--- src/rtl/bitmap_row_scanner.sv ---
// Reads a 1-bpp bitmap from a combinational image ROM one row at a time and
// streams it out pixel by pixel, top row first, MSB first.
module bitmap_row_scanner #(
  parameter int ROWS   = 48,
  parameter int COLS   = 64,
  parameter int ADDR_W = 6,
  parameter int X_W    = 6
) (
  input  logic              clk,
  input  logic              rst,
  input  logic              start,
  input  logic              loop,
  output logic [ADDR_W-1:0] rom_addr,
  input  logic [COLS-1:0]   rom_data,
  output logic              pix_valid,
  input  logic              pix_ready,
  output logic              pix_data,
  output logic [X_W-1:0]    pix_x,
  output logic [ADDR_W-1:0] pix_y,
  output logic              pix_eol,
  output logic              pix_eof,
  output logic              busy,
  output logic              done,
  output logic [1:0]        dbg_state
);

  typedef enum logic [1:0] {
    IDLE  = 2'd0,
    FETCH = 2'd1,
    SHIFT = 2'd2,
    DONE  = 2'd3
  } state_t;

  localparam logic [X_W-1:0]    LAST_X   = X_W'(COLS - 1);
  localparam logic [ADDR_W-1:0] LAST_ROW = ADDR_W'(ROWS - 1);

  state_t            state_q, state_d;
  logic [ADDR_W-1:0] addr_q, addr_d;
  logic [X_W-1:0]    x_q, x_d;
  logic [COLS-1:0]   shreg_q, shreg_d;

  always_ff @(posedge clk) begin
    if (rst) begin
      state_q <= IDLE;
      addr_q  <= '0;
      x_q     <= '0;
      shreg_q <= '0;
    end else begin
      state_q <= state_d;
      addr_q  <= addr_d;
      x_q     <= x_d;
      shreg_q <= shreg_d;
    end
  end

  // Handshake: a pixel moves on every cycle where pix_valid && pix_ready.
  // Once pix_valid rises it stays high with data, position and flags frozen
  // until that transfer happens.
  always_comb begin
    state_d = state_q;
    addr_d  = addr_q;
    x_d     = x_q;
    shreg_d = shreg_q;
    case (state_q)
      IDLE: begin
        if (start) begin
          state_d = FETCH;
          addr_d  = '0;
          x_d     = '0;
        end
      end
      FETCH: begin
        shreg_d = rom_data;
        state_d = SHIFT;
      end
      SHIFT: begin
        if (pix_ready) begin
          shreg_d = {shreg_q[COLS-2:0], 1'b0};
          if (x_q == LAST_X) begin
            x_d = '0;
            if (addr_q == LAST_ROW) begin
              state_d = DONE;
            end else begin
              addr_d  = addr_q + ADDR_W'(1);
              state_d = FETCH;
            end
          end else begin
            x_d = x_q + X_W'(1);
          end
        end
      end
      DONE: begin
        addr_d  = '0;
        x_d     = '0;
        state_d = loop ? FETCH : IDLE;
      end
      default: state_d = IDLE;
    endcase
  end

  // The address register doubles as the current row, so pix_y needs no copy.
  assign rom_addr  = addr_q;
  assign pix_valid = (state_q == SHIFT);
  assign pix_data  = pix_valid & shreg_q[COLS-1];
  assign pix_x     = x_q;
  assign pix_y     = addr_q;
  assign pix_eol   = pix_valid && (x_q == LAST_X);
  assign pix_eof   = pix_eol && (addr_q == LAST_ROW);
  assign busy      = (state_q != IDLE);
  assign done      = (state_q == DONE);
  assign dbg_state = state_q;

endmodule

--- config.mk ---
export PLATFORM = sky130hd
export DESIGN_NAME = bitmap_row_scanner
export DESIGN_NICKNAME = d
export VERILOG_FILES = /design/src/rtl/bitmap_row_scanner.sv
export SDC_FILE = /design/constraint.sdc
export NUM_CORES = 1
export LEC_CHECK = 0
export BUFFER_PORTS_ARGS = -buffer_cell sky130_fd_sc_hd__buf_2
export CAP_MARGIN = 5
export CORE_UTILIZATION = 55
export CTS_BUF_LIST = sky130_fd_sc_hd__clkbuf_16
export CTS_CLUSTER_SIZE = 28
export DETAILED_ROUTE_END_ITERATION = 8
export PLACE_DENSITY_LB_ADDON = 0.3
export REMOVE_ABC_BUFFERS = 1
export SKIP_CTS_REPAIR_TIMING = 1
export SLEW_MARGIN = 20
export SYNTH_ARGS = -nofsm -noshare
export SYNTH_HDL_FRONTEND = slang
export SYNTH_SLANG_ARGS = --single-unit
--- constraint.sdc ---
create_clock -name clk -period 3.3 [get_ports clk]
set_input_delay 0.165 -clock clk [delete_from_list [all_inputs] [get_ports clk]]
set_output_delay 0.165 -clock clk [all_outputs]
set_load 0.05 [all_outputs]
==> impl_metrics.ini <==
[yosys]
ys_seq_elements = 78
yosys_warnings = 0
synth-main-ff-cell = dfxtp_1
synth.distinct_cells = 41
synth-edff-count = 0
async_flop_share_pct = 0
yosysTopAreaCellShare_pct = 44.0
ys_seq_area_share_pct = 44.0
avgSynthCellArea_um2 = 7.80
synth.area.top_cells = dfxtp_1 44%, a311oi_1 16%, nand2_1 14%
yosysTopAreaCell = dfxtp_1
netlist_area_um2 = 3550
netlist_instances = 455

[floorplan]
die_x_um = 82.3
core-area_um2 = 6060
dieArea_um2 = 6770
row_count = 28
initial_core_util_pct = 58.5
io_pins = 95
dieHeight_um = 82.3

[sta]
slew_headroom_pct = 56.4
holdWs_ns = 0.0911
timing.fmax_mhz = 452
slew_violations = 0
finalCritPeriodShare_pct = 67.0
setup_tns_ns = 0
worstMarginPinSlew_ns = 0.654
fin_skew_ns = 0.00459
hold_viol_final = 0
setup_violations = 0
rsz0062_at_grt = false
period_needed_ns = 2.21

[clocking]
clk_pin_slew_ns = 0.06
numCtsBuffers = 9
insertion_delay_ns = 0.34
cts_tree = yes
clock_sinks = 78
htreeDepth = 3
cts_root_buffer = clkbuf_16
clockBufferDepth = 2

[place]
place.gp.congestion = 0.758
hpwl_mm = 5.10
port_buffers = 94

[worst_setup_path]
startpoint_type = register
endpoint_kind = output pin
critPathKind = register to output pin
crit_arrival_ns = 2.05
path_max_fanout = 40
crit_required_ns = 3.13

[final_layout]
drive_above_1_share_pct = 23.1
area_delta_synth_final_pct = 21.1
final_common_cell = nand2_1
n_antenna_cell = 0
nNetsFinal = 593
final_cell_mix = 133 x nand2_1, 94 x buf_2, 78 x dfxtp_1, 72 x nor2_1, 63 x a311oi_1

[routing]
via_count = 3381
antenna_left = 0
post_drt_wl_per_cell_um = 13.1
drt_iter0_drc = 138
drt_wl_total_mm = 7.88
drc = 0
dr.pass1.iters = 4
post_drt_via_cell_ratio = 5.62

[power_and_ir_drop]
powerDensity_nw_per_um2 = 645
ir_drop_mv = 0.426
p_leak_uw = 0.00179

[grt]
grt_max_degree = 73
grt_pass1_wl_mm = 12.7
antenna_found_initial = 0
overflow = 0
grt_pass1_vias = 2916
grt_usage_pct = 24.5

[job]
maxCapViolCount = 0

[worst_hold_path]
hold_class = input pin to register

[status]
status = finished clean
==> stage by stage <==
stage	total power [µW]	setup slack [ns]	instance area (µm²)	utilization, %	std cells
2_1_floorplan	1530	-1.79	3340	-	411
3_5_place_dp	1680	1.19	3960	65.3	586
5_1_grt	2910	0.951	4290	70.9	602
6_report	2770	1.09	4290	70.9	602
4_1_cts	2790	1.08	4290	70.9	602
3_3_place_gp	1650	1.31	3960	65.3	586
==> cell type report <==
type,count,area (µm²)
well taps,75,93.8
repair buffers,100,515
clock inverters,7,113
multi-input cells,327,1760
clock buffers,9,225
flip-flops and latches,78,1560
inverters,6,22.5
fillers,493,1770
==> metal layers <==
| metal | vias to the layer above | track usage, % | wire length [µm] |
|---|---|---|---|
| li1 | 1730 | - | - |
| met1 | 1547 | 29.3 | 3660 |
| met2 | 89 | 41.9 | 3650 |
| met3 | 15 | 4.29 | 390 |
| met4 | 0 | 12.6 | 178 |
| met5 | - | 0 | 0 |
==> where the power goes <==
part           internal, µW  switching (µW)  total [µW]  leakage [µW]
logic                   188             320         507      0.000993
clock network           733             378        1110      0.000157
registers              1080            73.9        1150      0.000640
total                  2000             771        2770       0.00179
==> state kept, by name, indices dropped and copies added (netlist names) <==
name,flops
pix_y,6
shreg_q,64
pix_x,6
dbg_state,2
==> path summary, 6_finish.rpt <==
check                                   from          end  slack (ns)  cells past startpoint
worst max-delay path            dbg_state[0]     pix_data        1.09                      4
worst min-delay path             rom_data[4]   shreg_q[4]        0.09                      3
worst max register to register  dbg_state[0]  shreg_q[22]        1.13                      5
worst min register to register   shreg_q[16]  shreg_q[17]        0.47                      2
==> logic make-up (layout without fill, tap and decap cells) <==
group	Yosys count	in the layout	share of synthesized area, %
AO/OA/AOI/OAI	87	87	20.2
XOR/XNOR	2	2	0.494
adder cells (fa/ha/maj)	2	2	0.705
buffers and inverters	50	122	6.56
flip-flops	78	78	44.0
multiplexers	2	2	0.600
AND/OR/NAND/NOR	234	234	27.4
==> synth_stat cells, types with 2 or more instances <==
library cell / number
or3_1: 2
nand2_1: 133
inv_1: 6
a21oi_1: 4
dfxtp_1: 78
and2_1: 2
xor2_1: 2
nor3_1: 2
buf_2: 18
o21ai_0: 5
nor2_1: 72
ha_1: 2
nand2b_1: 2
nand3_1: 7
clkbuf_1: 16
a2111oi_0: 2
nand4b_1: 2
buf_4: 6
a311oi_1: 63
buf_1: 4
o211ai_1: 4
or4_1: 4
==> critical path, stage by stage (launching register included) <==
cell and delay, ns:
dfxtp_1 0.44, nand2b_2 0.30, inv_2 0.51, and2_1 0.21, buf_2 0.25
No activity file was read; power rests on OpenSTA's default activity.
